[src/rtl/shift_reg_frame_ctrl_pkg.sv]
// Shared types for the BCH front-end frame fill controller.
// State encoding and fill-counter width helper.
package shift_reg_frame_ctrl_pkg;

   typedef enum logic [2:0] {
      S_IDLE  = 3'd0,
      S_CLEAR = 3'd1,
      S_FILL  = 3'd2,
      S_FLUSH = 3'd3,
      S_HOLD  = 3'd4
   } state_t;

   function automatic int cnt_width(input int len);
      return $clog2(len + 1);
   endfunction

endpackage

[src/rtl/shift_reg_frame_ctrl.sv]
// Fills one shift_reg instance with exactly one frame of symbols
// and hands the full frame downstream over a valid/ready pair.
module shift_reg_frame_ctrl
   import shift_reg_frame_ctrl_pkg::*;
#(
   parameter int SHIFT_LEN = 16,
   parameter int BIT_WIDTH = 4,
   parameter int CNT_W     = cnt_width(SHIFT_LEN)
) (
   input  logic                 clk,
   input  logic                 in_ctr_Arst,
   input  logic                 in_ctr_start,
   input  logic                 in_ctr_abort,
   input  logic                 in_valid,
   output logic                 out_ready,
   input  logic [BIT_WIDTH-1:0] in_data,
   output logic                 out_sr_Srst,
   output logic                 out_sr_en,
   output logic [BIT_WIDTH-1:0] out_sr_data,
   output logic                 out_frame_valid,
   input  logic                 in_frame_ready,
   output logic [CNT_W-1:0]     out_count,
   output logic                 out_busy
);

   state_t state, state_nx;

   logic                 abort;
   logic                 accept;
   logic                 last;
   logic                 srst_nx;
   logic                 en_nx;
   logic [BIT_WIDTH-1:0] data_nx;
   logic                 fv_nx;
   logic [CNT_W-1:0]     cnt_nx;

   assign out_ready = (state == S_FILL);
   assign out_busy  = (state != S_IDLE);
   assign abort     = in_ctr_abort & (state != S_IDLE);
   assign accept    = in_valid & out_ready;
   assign last      = (out_count == CNT_W'(SHIFT_LEN - 1));

   always_comb begin
      state_nx = state;
      unique case (state)
         S_IDLE:  if (in_ctr_start) state_nx = S_CLEAR;
         S_CLEAR: state_nx = S_FILL;
         S_FILL:  if (accept && last) state_nx = S_FLUSH;
         S_FLUSH: state_nx = S_HOLD;
         S_HOLD: begin
            if (in_frame_ready)
               state_nx = in_ctr_start ? S_CLEAR : S_IDLE;
         end
         default: state_nx = S_IDLE;
      endcase
      if (abort) state_nx = S_IDLE;
   end

   // Abort wins over everything: the beat it races with is never written.
   always_comb begin
      srst_nx = (state_nx == S_CLEAR) | abort;
      en_nx   = accept & ~abort;
      data_nx = en_nx ? in_data : out_sr_data;
      fv_nx   = out_frame_valid;
      cnt_nx  = out_count;
      if (state == S_CLEAR)
         cnt_nx = '0;
      else if (accept)
         cnt_nx = out_count + CNT_W'(1);
      if (state == S_FLUSH)
         fv_nx = 1'b1;
      else if (state == S_HOLD && in_frame_ready)
         fv_nx = 1'b0;
      if (abort) begin
         cnt_nx = '0;
         fv_nx  = 1'b0;
      end
   end

   always_ff @(posedge clk or posedge in_ctr_Arst) begin
      if (in_ctr_Arst) begin
         state           <= S_IDLE;
         out_sr_Srst     <= 1'b0;
         out_sr_en       <= 1'b0;
         out_sr_data     <= '0;
         out_frame_valid <= 1'b0;
         out_count       <= '0;
      end else begin
         state           <= state_nx;
         out_sr_Srst     <= srst_nx;
         out_sr_en       <= en_nx;
         out_sr_data     <= data_nx;
         out_frame_valid <= fv_nx;
         out_count       <= cnt_nx;
      end
   end

endmodule
[config.mk]
export PLATFORM = sky130hd
export DESIGN_NAME = shift_reg_frame_ctrl
export DESIGN_NICKNAME = d
export VERILOG_FILES = /design/src/rtl/shift_reg_frame_ctrl_pkg.sv /design/src/rtl/shift_reg_frame_ctrl.sv
export SDC_FILE = /design/constraint.sdc
export NUM_CORES = 1
export LEC_CHECK = 0
export CORE_MARGIN = 5
export CORE_UTILIZATION = 30
export CTS_BUF_LIST = sky130_fd_sc_hd__clkbuf_16
export DETAILED_ROUTE_END_ITERATION = 16
export PLACE_DENSITY = 0.6
export SLEW_MARGIN = 10
export SYNTH_ARGS = -nofsm -noshare
export SYNTH_HDL_FRONTEND = slang
export SYNTH_SLANG_ARGS = --single-unit
[constraint.sdc]
create_clock -name clk -period 2.7 [get_ports clk]
set_clock_uncertainty 0.15 [all_clocks]
set_input_delay 0.54 -clock clk [delete_from_list [all_inputs] [get_ports clk]]
set_output_delay 0.54 -clock clk [all_outputs]
set_load 0.03 [all_outputs]
==> summary.md <==
| Metric | Value |
|---|---|
| Status | `finished, final reports clean` |
| CTS root buf | `clkbuf_16` |
| Fillers | `249` |
| Die H | `61.1 um` |
| Layout cells sized above 1 | `12.9%` |
| Mux contribution to synthesized area | `7.68%` |
| Post-synth ARST share | `100%` |
| Port buffer count | `23` |
| Crit. End Element | `primary output` |
| Post-synth top area cell | `dfrtp_1` |
| First-pass GRT wire length | `2540 um` |
| Unique cell type count in the Yosys netlist | `27` |
| Hold/Removal Path Class | `reg2reg` |
| Setup TNS | `0 ns` |
| Rel. slew slack | `62.5%` |
| Mean number of vias per cell | `4.87` |
| Largest family of logic cells by synthesized area | `simple AND/OR/NAND/NOR gates` |
| Mapped cell area | `782 um2` |
| Gates resized, CTS repair | `0` |
| Vias in the first global route | `571` |
| Arrival @ worst endpoint | `1.78 ns` |
| Clk buf depth | `2` |
| Max Fanout on Critical Path | `12` |
| Drt pass-1 iters | `3` |
| Internal Power | `0.688 mW` |
| Postcts setup bufs | `0` |
| Peak VDD IR | `404 uV` |
| GPL Wtd Cong | `0.683` |
| Crit start category | `register` |
| Primary FF master, synth | `dfrtp_1` |
| R2r setup slk | `0.93 ns` |
| Leakage | `0.480 nW` |
| Worst EP required | `2.01 ns` |
| Initial antenna violation count | `0` |
| Std-Cell Rows | `18` |
| CTS sink count | `15` |
| DR iter-0 viols | `8` |
| CTS hold repair buffers | `0` |
| Post-synthesis sequential area ratio | `48.0%` |
| Ranking of synthesized cells by area | `dfrtp_1, mux2_4, a21oi_1` |
| Diode count | `0` |
| Core box area | `2480 um2` |
| H-tree levels | `1` |
| Combinational power share | `40.2%` |
| Register Area | `375 um2` |
| Psw | `0.358 mW` |
| Synth Area per Inst | `11.3 um2` |
| RSZ-0062 raised after global routing | `no` |
| Clock latency on the worst-skew pair | `0.24 ns` |
| Post-DP HPWL | `1210 um` |
| Die width | `61.1 um` |
| Crit path time final | `2.47 ns` |
| Final Hold Fails | `0` |
| GRT Overall Usage | `9.36%` |
| Post-synthesis xor/xnor area fraction | `1.12%` |
| WL/cell | `12.7 um` |
| Die area | `3730 um2` |
| Pin count of the biggest net entering global routing | `16` |
| Fin worst setup slack | `0.229 ns` |
| Most frequent cells after synthesis | `dfrtp_1, a21oi_1, inv_1` |
| GR Overflow Total | `0` |
| Area growth from synthesis to layout | `42.1%` |
| Mapped Nets | `81` |
| Synth Area in Compound Gates | `14.9%` |
| Detailed Route WL | `1560 um` |
| Post-route ant nets | `0` |
| Multi-input gate area | `345 um2` |
| Final setup fails | `0` |
| Pre-CTS WS | `0.481 ns` |
| Number of enable flip-flop cells after synthesis | `0` |
| Vias | `599` |
| Clock power frac | `26.8%` |
| Highest clock rate | `405 MHz` |
| Post-synth top area share | `48.0%` |
| Max_cap viols | `0` |
| Pwr dens | `941 nW/um2` |
| Period utilization | `91.5%` |
| Initial Utilization | `31.6%` |
| Dominant cell by count in the synthesized netlist | `dfrtp_1` |
| Simple-gate portion of the synthesized area | `17.3%` |
| Final nets | `106` |
| DRC viols | `0` |
| Critical path class | `reg2out` |
| Cells after Synth | `69` |
| Sequential share of power | `33.0%` |
| Sw frac | `34.2%` |
| Synth warn | `0` |
| Adder-Cell Fraction of Synth Area | `3.20%` |
| CTS Buf Count | `3` |
| Clk slew on worst S/H paths | `0.05 ns` |
| Yosys reg bits | `15` |
| Worst-margin pin slew | `0.562 ns` |
| CTS tree | `done` |
| Final Max Tran Viols | `0` |
| Top Ports | `24` |
[worst max-delay path: stages, from the launching register on]
cell and delay [ns]:
dfrtp_1 0.50, or3_1 0.43, clkdlybuf4s50_1 0.60
[layer usage]
layer / global-route usage [%] / share of wire, % / vias to the layer above
li1: - / - / 296
met1: 12.2 / 44 / 283
met2: 13.3 / 47 / 16
met3: 2.73 / 6.1 / 4
met4: 6.50 / 2.8 / 0
met5: 0 / 0 / -
[area by class of cell]
| type | count | area share [%] |
|---|---|---|
| flip-flops and latches | 15 | 33.8 |
| multi-input cells | 42 | 31.1 |
| clock inverters | 1 | 0.450 |
| repair buffers | 24 | 21.4 |
| clock buffers | 3 | 6.76 |
| inverters | 8 | 3.15 |
| well taps | 30 | 3.38 |
[sequential cells by signal, indices dropped and copies added (netlist names)]
signal and cells:
out_sr_data 4, state 3, out_count 5, out_sr_Srst 1, out_frame_valid 1, out_sr_en 1
[power by group through the flow]
stage	registers (mW)	clock network, mW	logic [mW]
global route	0.359	0.299	0.448
floorplan	0.426	0	0.190
global placement	0.347	0	0.425
CTS	0.345	0.287	0.428
detailed placement	0.347	0	0.428
finish	0.345	0.280	0.421
[per-stage QoR]
stage | hold WS, ns | total power [mW] | cells | cell area [um2] | utilization [%]
after floorplan | 0.291 | 0.616 | 69 | 782 | -
after global placement | 0.350 | 0.772 | 119 | 1030 | 41.6
after detailed placement | 0.344 | 0.775 | 119 | 1030 | 41.6
after CTS | 0.369 | 1.06 | 123 | 1110 | 44.8
after global routing | 0.383 | 1.11 | 123 | 1110 | 44.8
final | 0.368 | 1.05 | 123 | 1110 | 44.8
[cells in the final DEF, fill, tap and decap left out, types with 2 or more instances in the layout]
cell / Yosys / layout
nand3b_1: 2 / 2
nor2_1: 2 / 2
and3_1: 2 / 2
clkbuf_16: 0 / 3
a21oi_1: 7 / 7
o22a_1: 2 / 2
nand4_1: 3 / 3
inv_1: 7 / 7
dfrtp_1: 15 / 15
a211o_1: 2 / 2
ha_1: 2 / 2
o221ai_1: 2 / 2
clkdlybuf4s50_1: 0 / 23
nand2b_1: 3 / 3
mux2_4: 4 / 4
[kinds of logic after synthesis]
| family | Yosys count |
|---|---|
| buffers and inverters | 12 |
| muxes | 4 |
| adders and majority gates | 2 |
| and+or+nand+nor | 18 |
| DFF | 15 |
| xor gates and xnor gates | 1 |
| AOI/OAI and AO/OA | 17 |
[worst paths after layout]
kind	from	endpoint	cells after the start
worst max-delay path	state[2]$_DFF_PP0_	out_busy	2
worst min-delay path	out_sr_data[2]$_DFFE_PP0P_	out_sr_data[2]$_DFFE_PP0P_	1
worst max register to register	state[2]$_DFF_PP0_	out_sr_data[0]$_DFFE_PP0P_	4
worst min register to register	out_sr_data[2]$_DFFE_PP0P_	out_sr_data[2]$_DFFE_PP0P_	1
max in group asynchronous	in_ctr_Arst	out_count[4]$_DFFE_PP0P_	2
min in group asynchronous	in_ctr_Arst	out_sr_en$_DFF_PP0_	2
(Power assumes the default switching activity.)
